File: config.mk
export PLATFORM = sky130hd
export DESIGN_NAME = dec_scan_sequencer
export DESIGN_NICKNAME = d
export VERILOG_FILES = /design/src/rtl/dec_scan_sequencer.sv
export SDC_FILE = /design/constraint.sdc
export NUM_CORES = 1
export LEC_CHECK = 0
export CORE_MARGIN = 2
export CORE_UTILIZATION = 43
export DETAILED_ROUTE_END_ITERATION = 7
export PLACE_DENSITY = 0.75
export SYNTH_ARGS = -nofsm -noshare
export SYNTH_HDL_FRONTEND = slang
export SYNTH_SLANG_ARGS = --single-unit
File: constraint.sdc
create_clock -name clk -period 2.15 [get_ports clk]
set_input_delay 0.43 -clock clk [delete_from_list [all_inputs] [get_ports clk]]
set_output_delay 0.43 -clock clk [all_outputs]
set_load 0.01 [all_outputs]
File: src/rtl/dec_scan_sequencer.sv
// Address/enable sequencer feeding a 5-to-32 line decoder: walks 1..32 lines up or down with wrap.
// Latency: start sampled in IDLE, first line enabled on the following cycle; outputs are registered.
// Backpressure: none; start is ignored outside IDLE (no queuing), abort ends a run on the next cycle.
module dec_scan_sequencer #(
  parameter int DWELL = 2,
  parameter int GAP   = 1
) (
  input  logic       clk,
  input  logic       rst,
  input  logic       start,
  input  logic [4:0] start_addr,
  input  logic [5:0] len,
  input  logic       dir_down,
  input  logic       abort,
  output logic [4:0] addr,
  output logic       en,
  output logic       busy,
  output logic       done,
  output logic       aborted
);

  typedef enum logic [1:0] {S_IDLE, S_ACTIVE, S_GAP, S_FIN} state_t;

  // Last-cycle markers for the dwell/gap counters; GAP=0 never enters S_GAP.
  localparam int GAP_LAST_I = (GAP > 0) ? GAP - 1 : 0;
  localparam logic [7:0] DWELL_LAST = 8'(DWELL - 1);
  localparam logic [7:0] GAP_LAST   = 8'(GAP_LAST_I);

  state_t     state, state_nxt;
  logic [7:0] dwell_cnt, gap_cnt;
  logic [5:0] remaining;
  logic [4:0] addr_q;
  logic       dir_q;
  logic       aborted_q;

  logic       dwell_last, gap_last, run_req;
  logic [4:0] addr_step;
  logic [5:0] len_clamped;

  assign dwell_last  = (dwell_cnt == DWELL_LAST);
  assign gap_last    = (gap_cnt == GAP_LAST);
  assign run_req     = start && !abort;
  assign addr_step   = dir_q ? (addr_q - 5'd1) : (addr_q + 5'd1);
  assign len_clamped = (len > 6'd32) ? 6'd32 : len;

  // State register.
  always_ff @(posedge clk) begin
    if (rst) state <= S_IDLE;
    else     state <= state_nxt;
  end

  // Next-state decode; abort outranks normal progress in ACTIVE/GAP.
  always_comb begin
    state_nxt = state;
    case (state)
      S_IDLE: begin
        if (run_req) state_nxt = (len == 6'd0) ? S_FIN : S_ACTIVE;
      end
      S_ACTIVE: begin
        if (abort) state_nxt = S_IDLE;
        else if (dwell_last) begin
          if (remaining == 6'd1) state_nxt = S_FIN;
          else if (GAP > 0)      state_nxt = S_GAP;
          else                   state_nxt = S_ACTIVE;
        end
      end
      S_GAP: begin
        if (abort)         state_nxt = S_IDLE;
        else if (gap_last) state_nxt = S_ACTIVE;
      end
      default: state_nxt = S_IDLE;
    endcase
  end

  // Run bookkeeping: latched run parameters, dwell/gap counters, address stepping, abort flag.
  always_ff @(posedge clk) begin
    if (rst) begin
      addr_q    <= 5'd0;
      dir_q     <= 1'b0;
      remaining <= 6'd0;
      dwell_cnt <= 8'd0;
      gap_cnt   <= 8'd0;
      aborted_q <= 1'b0;
    end else begin
      aborted_q <= 1'b0;
      case (state)
        S_IDLE: begin
          if (run_req && len != 6'd0) begin
            addr_q    <= start_addr;
            dir_q     <= dir_down;
            remaining <= len_clamped;
            dwell_cnt <= 8'd0;
            gap_cnt   <= 8'd0;
          end
        end
        S_ACTIVE: begin
          if (abort) begin
            aborted_q <= 1'b1;
            dwell_cnt <= 8'd0;
            remaining <= 6'd0;
          end else if (dwell_last) begin
            dwell_cnt <= 8'd0;
            remaining <= remaining - 6'd1;
            // Back-to-back lines step straight away when there is no gap.
            if (GAP == 0 && remaining != 6'd1) addr_q <= addr_step;
          end else begin
            dwell_cnt <= dwell_cnt + 8'd1;
          end
        end
        S_GAP: begin
          if (abort) begin
            aborted_q <= 1'b1;
            gap_cnt   <= 8'd0;
            remaining <= 6'd0;
          end else if (gap_last) begin
            gap_cnt <= 8'd0;
            addr_q  <= addr_step;
          end else begin
            gap_cnt <= gap_cnt + 8'd1;
          end
        end
        default: ;
      endcase
    end
  end

  // Outputs decode from registered state only; en is high solely in ACTIVE.
  always_comb begin
    addr    = addr_q;
    en      = (state == S_ACTIVE);
    busy    = (state == S_ACTIVE) || (state == S_GAP);
    done    = (state == S_FIN);
    aborted = aborted_q;
  end

endmodule
**Word-level counts from Yosys, hierarchy flattened**

Index checks and enable logic that the tools add are counted.

- Bits in registers: 31
- Input bits: 16
- Output and inout bits: 9
- Logic and storage cells: 72

- Add/sub/neg operators: 5
- Order comparisons: 1
- Eq/ne operators: 12
- Mux-type cells: 27
- Bitwise logic cells: 1
- Reductions and logical operators: 19

Operator list:

| operator | number |
|---|---|
| $mux 8 | 5 |
| $pmux 8 s2 | 2 |
| $mux 6 | 5 |
| $mux 5 | 4 |
| $pmux 6 s3 | 1 |
| $add 8x1->8 const B | 2 |
| $mux 2 | 6 |
| $ne 2x2->1 const B | 5 |
| $pmux 5 s2 | 1 |
| $eq 8x1->1 const B | 1 |
| $logic_not 8->1 | 1 |
| $reduce_and 4->1 | 2 |
| $eq 6x1->1 const B | 1 |
| $gt 6x6->1 const B | 1 |
| $logic_not 6->1 | 1 |
| $pmux 2 s3 | 1 |
| $reduce_and 2->1 | 3 |
| $reduce_bool 6->1 | 1 |
| $sub 6x1->6 const B | 1 |
| $add 5x1->5 const B | 1 |
| $sub 5x1->5 const B | 1 |
| $eq 2x2->1 const B | 2 |
| $reduce_bool 2->1 | 2 |
| $reduce_or 2->1 | 2 |
| 11 further kinds | 13 |

**Longest topological paths before layout**

Gate-level depths: netlist (run 1).

- Depth after elaboration: 5
- Gate-level depth with buffers: 7
- Gate-level depth less buffers: 6

**Worst setup path before layout (run 1)**

Ideal clock, no wire load.

- Path type: in2reg
- Start: input len[3]
- End: register dwell_cnt[5]
- Library setup time: 116 ps
- Data arrival time: 1,745 ps
- Required time: 2,034 ps
- Path slack: 288 ps
- Cell stages on the path: 4
- Buffers on the path: 0
- Cell sequence: or4_4 o311a_2 o211a_1 o211a_1

- Cells in the longest elaborated chain, start to end: 4

Ends and longest elaborated chain:

| element | line | text |
|---|---|---|
| from (decl) | 12 | `input logic [5:0] len,` |
| $reduce_bool 6->1 | 88 | `if (run_req && len != 6'd0) begin` |
| $logic_and 1x1->1 | 88 |  |
| $ne 2x2->1 (no source line) | n/a |  |
| $reduce_and 2->1 (no source line) | n/a |  |
| to (signal assigned) | 107 | `dwell_cnt <= dwell_cnt + 8'd1;` |
| to (decl) | 30 | `logic [7:0] dwell_cnt, gap_cnt;` |

No other way between the ends.
A chain may end at the register's enable or synchronous reset.

**Final worst setup path (run 1)**

- Start: input len[3]
- End: register dwell_cnt[2]

The elaborated chain is that of the path after synthesis.

==> results.ini, run 1 <==
[outcome]
outcome=completed

[worst_setup_path]
setup.worst_path.start_class=input port
cp.arrival_ns=2.27
worst_ep_required_time_ns=2.33
end_kind=register
cp_max_fo=8
critPathKind=in2reg

[drt]
routed_wl_mm=6.01
first_pass_iters=4
drc=0
drtAntennaViolNets=0
vias=2275
wl_per_cell_um=15.5
viasPerCell=5.86
drt-initial-drc-count=155

[timing]
worstMarginPinSlew_ns=0.499
fin_crit_sh_pct=97.0
finalSetupViolations=0
hold_viol=0
slew_viol_final=0
worst_clock_skew_ns=0.0148
clock.fmax_ghz=0.479
setup-tns-final_ns=0
relSlewSlack_pct=66.5
rsz0062_at_grt=false
timing.final.ws_setup_ns=0.0643
post-route-min-period_ns=2.09

[floorplanning]
die_area_sq_um=5790
boundaryPins=25
coreArea_sq_um=5070
dieWidth_um=76.1
rows=26
start_util_pct=44.0
die_h_um=76.1

[synth]
avgSynthCellArea_sq_um=8.43
synth_area_leader_cell=dfxtp_1
synthFlopType=dfxtp_1
yosys-top-cells-area=dfxtp_1 28%, ha_1 7.8%, a21oi_1 3.4%, nand3_1 3.4%, inv_1 2.9%
yosysWarnings=0
synth_top_area_share_pct=27.8
synth.cell_area_sq_um=2230
synth_enable_flop_cells=0
yosysUniqueCellTypes=61
yosysSeqAreaShare_pct=27.8
netlist_instances=265
async_reset_ff_share_pct=0
synth-seq-cells=31
syn_nets=296

[cts]
cts_hold_buf=0
post_cts_buffers=0
cts_resized=0
cts_made_buffers=5
path_clk_slew_ns=0.07
clock_latency_ns=0.30
htree_levels=2
cts_sinks=31
root_buffer=clkbuf_8
cts_tree=yes
cts_buffer_depth=2

[power]
comb_power_share_pct=45.6
p_per_area_nw_per_um2=849
power_frac_seq_pct=29.4
p_sw_share_pct=36.1
leakagePower_nw=1.08
p_clk_share_pct=25.0
ir_drop_uv=699
p_switching_uw=890
p_int_mw=1.57

[placed_design]
gp_congestion=0.895
port_buffers=24
pre_cts_ws_ns=-0.281
dpl.hpwl_mm=4.44

[global_routing]
grtUsageMet1_pct=28.2
grt_max_degree=22
grt-ovfl-total=0
grt_use_met2_pct=33.3
grt_pass1_vias=2131
grt_first_pass_wirelength_mm=10.0
grt_most_used_layer=met2
grt_util_all_layers_pct=21.0
groute.layer.met3.usage_pct=3.91
antenna_found_initial=0

[cells_and_area]
drive_gt1_share_pct=18.6
syn2layout_area_growth_pct=29.8
n_fill_cell=476
nets=348
n_antenna_cell=0

[worst_hold_path]
hold_class=reg2reg

[job]
maxCapViolations=0

## kinds of logic after synthesis
group | Yosys count | synth area share, %
multiplexers | 4 | 1.79
AND/OR/NAND/NOR | 96 | 24.2
buffers and inverters | 30 | 6.16
XOR/XNOR | 3 | 1.18
flip-flops | 31 | 27.8
AO/OA/AOI/OAI | 86 | 30.2
adder cells (fa/ha/maj) | 15 | 8.73
## layout make-up
type	count	area, sq um	area share (%)
clock buffer	6	82.6	2.85
sequential	31	621	21.4
tap	70	87.6	3.02
clock inverter	2	35.0	1.21
multi-input combinational	204	1500	51.8
timing repair buffer	58	508	17.5
inverter	17	63.8	2.20
## cells in the mapped netlist (6+ instances only)
| master | n |
|---|---|
| a211oi_1 | 6 |
| a21oi_1 | 15 |
| a22oi_1 | 8 |
| a31oi_1 | 9 |
| clkbuf_1 | 7 |
| dfxtp_1 | 31 |
| ha_1 | 14 |
| inv_1 | 17 |
| nand2_1 | 13 |
| nand2b_1 | 7 |
| nand3_1 | 15 |
| nor2_1 | 12 |
| nor2b_1 | 7 |
| nor3_1 | 10 |
| nor3b_1 | 6 |
| nor4_1 | 6 |
## worst paths after layout
path                        startpoint  slack, ns                         to  depth (start not counted)
max reg2reg    gap_cnt[0]$_SDFFE_PP0P_       0.17       addr[4]$_SDFFE_PP0P_                          7
min          remaining[5]$_SDFFE_PP0P_       0.47  remaining[5]$_SDFFE_PP0P_                          2
max                             len[3]       0.06  dwell_cnt[2]$_SDFFE_PP0P_                          6
min reg2reg  remaining[5]$_SDFFE_PP0P_       0.47  remaining[5]$_SDFFE_PP0P_                          2
## registers in the layout, summed over array words and instances (netlist names)
name       cells
aborted        1
addr           5
dir_q          1
dwell_cnt      8
gap_cnt        8
remaining      6
state          2
## layout by cell type (no fill, tap or decap), drive strengths merged, types with 6 or more instances in the layout
| cell | Yosys | final |
|---|---|---|
| nor2 | 12 | 12 |
| dfxtp | 31 | 31 |
| nand3 | 15 | 15 |
| a21oi | 16 | 16 |
| a211oi | 6 | 6 |
| a22oi | 9 | 9 |
| ha | 14 | 14 |
| clkbuf | 9 | 6 |
| nand2 | 14 | 14 |
| nor2b | 7 | 7 |
| inv | 17 | 17 |
| buf | 4 | 34 |
| nor4 | 6 | 6 |
| a31oi | 9 | 9 |
| clkdlybuf4s50 | 0 | 24 |
| nor3 | 10 | 10 |
| nand2b | 7 | 7 |
| nor3b | 6 | 6 |
## critical path, stage by stage
cell	delay, ns
clkdlybuf4s50_1	0.43
or4_4	0.58
o311ai_4	0.28
buf_4	0.23
a21oi_1	0.09
a32o_1	0.22
## routing by layer
| metal | wire length [um] | share of wire [%] |
|---|---|---|
| met2 | 2750 | 46 |
| met1 | 2870 | 48 |
| met5 | 0 | 0 |
| met4 | 90 | 1.5 |
| met3 | 293 | 4.9 |
## power groups by stage
stage	combinational, mW	clock (mW)	sequential (mW)
finish	1.12	0.617	0.724
global route	1.23	0.654	0.733
CTS	1.10	0.626	0.723
detailed placement	1.09	0	0.737
global placement	1.07	0	0.734
floorplan	0.658	0	0.727
## through the flow
step	util (%)	total power, mW	hold slack, ns	cell area [sq um]	cells
floorplan	-	1.38	0.440	2230	265
global placement	54.3	1.81	0.457	2760	380
detailed placement	54.3	1.83	0.463	2760	380
CTS	56.6	2.45	0.471	2870	388
global route	57.2	2.61	0.491	2900	388
finish	57.2	2.46	0.468	2900	388
Note: power is estimated with default switching activity, not from simulation.
==> inputs of run 2 (changes only) <==
--- a/config.mk
+++ b/config.mk
@@ -5,10 +5,11 @@
 export SDC_FILE = /design/constraint.sdc
 export NUM_CORES = 1
 export LEC_CHECK = 0
+export CAP_MARGIN = 15
 export CORE_MARGIN = 2
-export CORE_UTILIZATION = 43
+export CORE_UTILIZATION = 35
 export DETAILED_ROUTE_END_ITERATION = 7
-export PLACE_DENSITY = 0.75
+export PLACE_DENSITY = 0.65
 export SYNTH_ARGS = -nofsm -noshare
 export SYNTH_HDL_FRONTEND = slang
 export SYNTH_SLANG_ARGS = --single-unit
==> run 2 against run 1 <==
Net effect:
- final cell count grew 2.8%
- first-iteration DRC count shrank 14%
- die area is 22% higher
- fmax increased by 1.6%
- largest cell class unchanged
==> results.ini, run 2 (synthesis gave the netlist of run 1 again) <==
[drt]
drt-initial-drc-count=134  ; -14%
routed_wl_mm=6.31  ; +5.1%
first_pass_iters=4  ; unchanged
drc=0  ; unchanged
viasPerCell=5.81  ; -0.96%
drtAntennaViolNets=0  ; unchanged
wl_per_cell_um=15.8  ; +2.2%
vias=2317  ; +1.8%

[worst_setup_path]
setup.worst_path.start_class=register
critPathKind=reg2out
end_kind=output pin
cp_max_fo=5  ; -3
worst_ep_required_time_ns=1.72  ; -0.61 ns
cp.arrival_ns=1.62  ; -0.65 ns

[cts]
root_buffer=clkbuf_8
clock_latency_ns=0.29  ; about the same
cts_sinks=31  ; unchanged
cts_made_buffers=5  ; unchanged
cts_tree=yes
cts_buffer_depth=2  ; unchanged
cts_hold_buf=0  ; unchanged
path_clk_slew_ns=0.07  ; about the same
htree_levels=2  ; unchanged

[floorplanning]
coreArea_sq_um=6280  ; +24%
start_util_pct=35.6  ; -8.4 points
die_area_sq_um=7040  ; +22%
dieWidth_um=83.9  ; +10%
die_h_um=83.9  ; +10%
rows=29  ; +12%
boundaryPins=25  ; unchanged

[global_routing]
grt-ovfl-total=0  ; unchanged
grt_max_degree=22  ; unchanged
grt_first_pass_wirelength_mm=10.6  ; +5.4%
grt_pass1_vias=2208  ; +3.6%
grt_util_all_layers_pct=18.1  ; -3.0 points
antenna_found_initial=0  ; unchanged

[power]
total_power_mw=2.28  ; -7.4%
comb_power_share_pct=48.5  ; +2.9 points
power_frac_seq_pct=31.8  ; +2.4 points
p_per_area_nw_per_um2=786  ; -7.5%
p_clk_share_pct=19.7  ; -5.3 points
p_switching_uw=872  ; -2.0%
leakagePower_nw=1.11  ; +2.8%
p_sw_share_pct=38.2  ; +2.1 points
ir_drop_uv=518  ; -26%
p_int_mw=1.41  ; -10%

[placed_design]
dpl.hpwl_mm=4.65  ; +4.7%
pre_cts_ws_ns=-0.285  ; -0.00402 ns
gp_congestion=0.900  ; +0.59%
port_buffers=24  ; unchanged
dpl.cell_count=388  ; +2.1%

[timing]
finalSetupViolations=0  ; unchanged
rsz0062_at_grt=false
slew_viol_final=0  ; unchanged
relSlewSlack_pct=69.4  ; +2.8 points
post-route-min-period_ns=2.05  ; -0.0321 ns
worstMarginPinSlew_ns=0.453  ; -0.0454 ns
worst_clock_skew_ns=0.00942  ; -0.00541 ns
fin_crit_sh_pct=95.5  ; -1.5 points
timing.final.ws_setup_ns=0.0964  ; +0.0321 ns
clock.fmax_ghz=0.487  ; +1.6%
hold_viol=0  ; unchanged

[worst_hold_path]
hold_class=reg2reg

[cells_and_area]
nets=352  ; +1.1%
reg_top3=dwell_cnt (8), gap_cnt (8), remaining (6)
most-common-layout-cells=36 x buf_4, 31 x dfxtp_1, 20 x clkdlybuf4s50_1
n_fill_cell=632  ; +33%
drive_gt1_share_pct=18.6  ; +0.080 points
final_common_cell=buf_4
fin_util_pct=46.2  ; -11 points
n_antenna_cell=0  ; unchanged
fin_cells=399  ; +2.8%
syn2layout_area_growth_pct=29.9  ; about the same

[job]
maxCapViolations=0  ; unchanged

[outcome]
outcome=completed

==> run 2: layer usage <==
metal | track usage, % | part of all wire (%) | vias to the layer above
met2 | 29.7 | 48 | 56
met1 | 23.8 | 45 | 1109
met4 | 5.57 | 1.8 | 0
met5 | 0 | 0 | -
met3 | 3.66 | 4.8 | 11
li1 | - | - | 1141
==> run 2: worst paths after layout <==
kind / from / endpoint / slack (ns) / cells after the start
setup / recovery: state[0]$_SDFFE_PP0P_ / busy / 0.1 / 3
hold / removal: remaining[5]$_SDFFE_PP0P_ / remaining[5]$_SDFFE_PP0P_ / 0.48 / 2
setup reg to reg: state[0]$_SDFFE_PP0P_ / dwell_cnt[6]$_SDFFE_PP0P_ / 0.16 / 8
hold reg to reg: remaining[5]$_SDFFE_PP0P_ / remaining[5]$_SDFFE_PP0P_ / 0.48 / 2
==> run 2: layout make-up <==
class	count	area, sq um	share of cell area (%)
multi-input combinational	204	1490	51.3
sequential	31	621	21.4
timing repair buffer	62	552	19.0
tap	77	96.3	3.32
clock buffer	7	76.3	2.63
inverter	17	63.8	2.20
clock inverter	1	5.00	0.172
==> run 2: critical path: stages, from the launching register on <==
cell             delay, ns
dfxtp_1               0.42
inv_1                 0.09
ha_1                  0.30
clkdlybuf4s50_1       0.53
==> run 2: power by group through the flow <==
stage	clock (mW)	combinational (mW)	sequential [mW]
after floorplan	0	0.658	0.727
after global placement	0	1.05	0.735
after detailed placement	0	1.07	0.738
after CTS	0.461	1.08	0.724
after global routing	0.482	1.20	0.739
final	0.449	1.11	0.725
==> run 2: stage by stage <==
stage / hold WS, ns / setup TNS, ns / instance area (sq um)
CTS: 0.474 / 0 / 2850
global placement: 0.458 / -4.23 / 2770
detailed placement: 0.463 / -5.07 / 2770
global route: 0.481 / 0 / 2900
finish: 0.475 / 0 / 2900
floorplan: 0.440 / 0 / 2230
==> run 2: what timing repair did <==
| item | CTS | global route |
|---|---|---|
| resized for setup | 0 | 8 |
| buffers inserted | 0 | 3 |
| endpoints found under the setup margin | 0 | 11 |
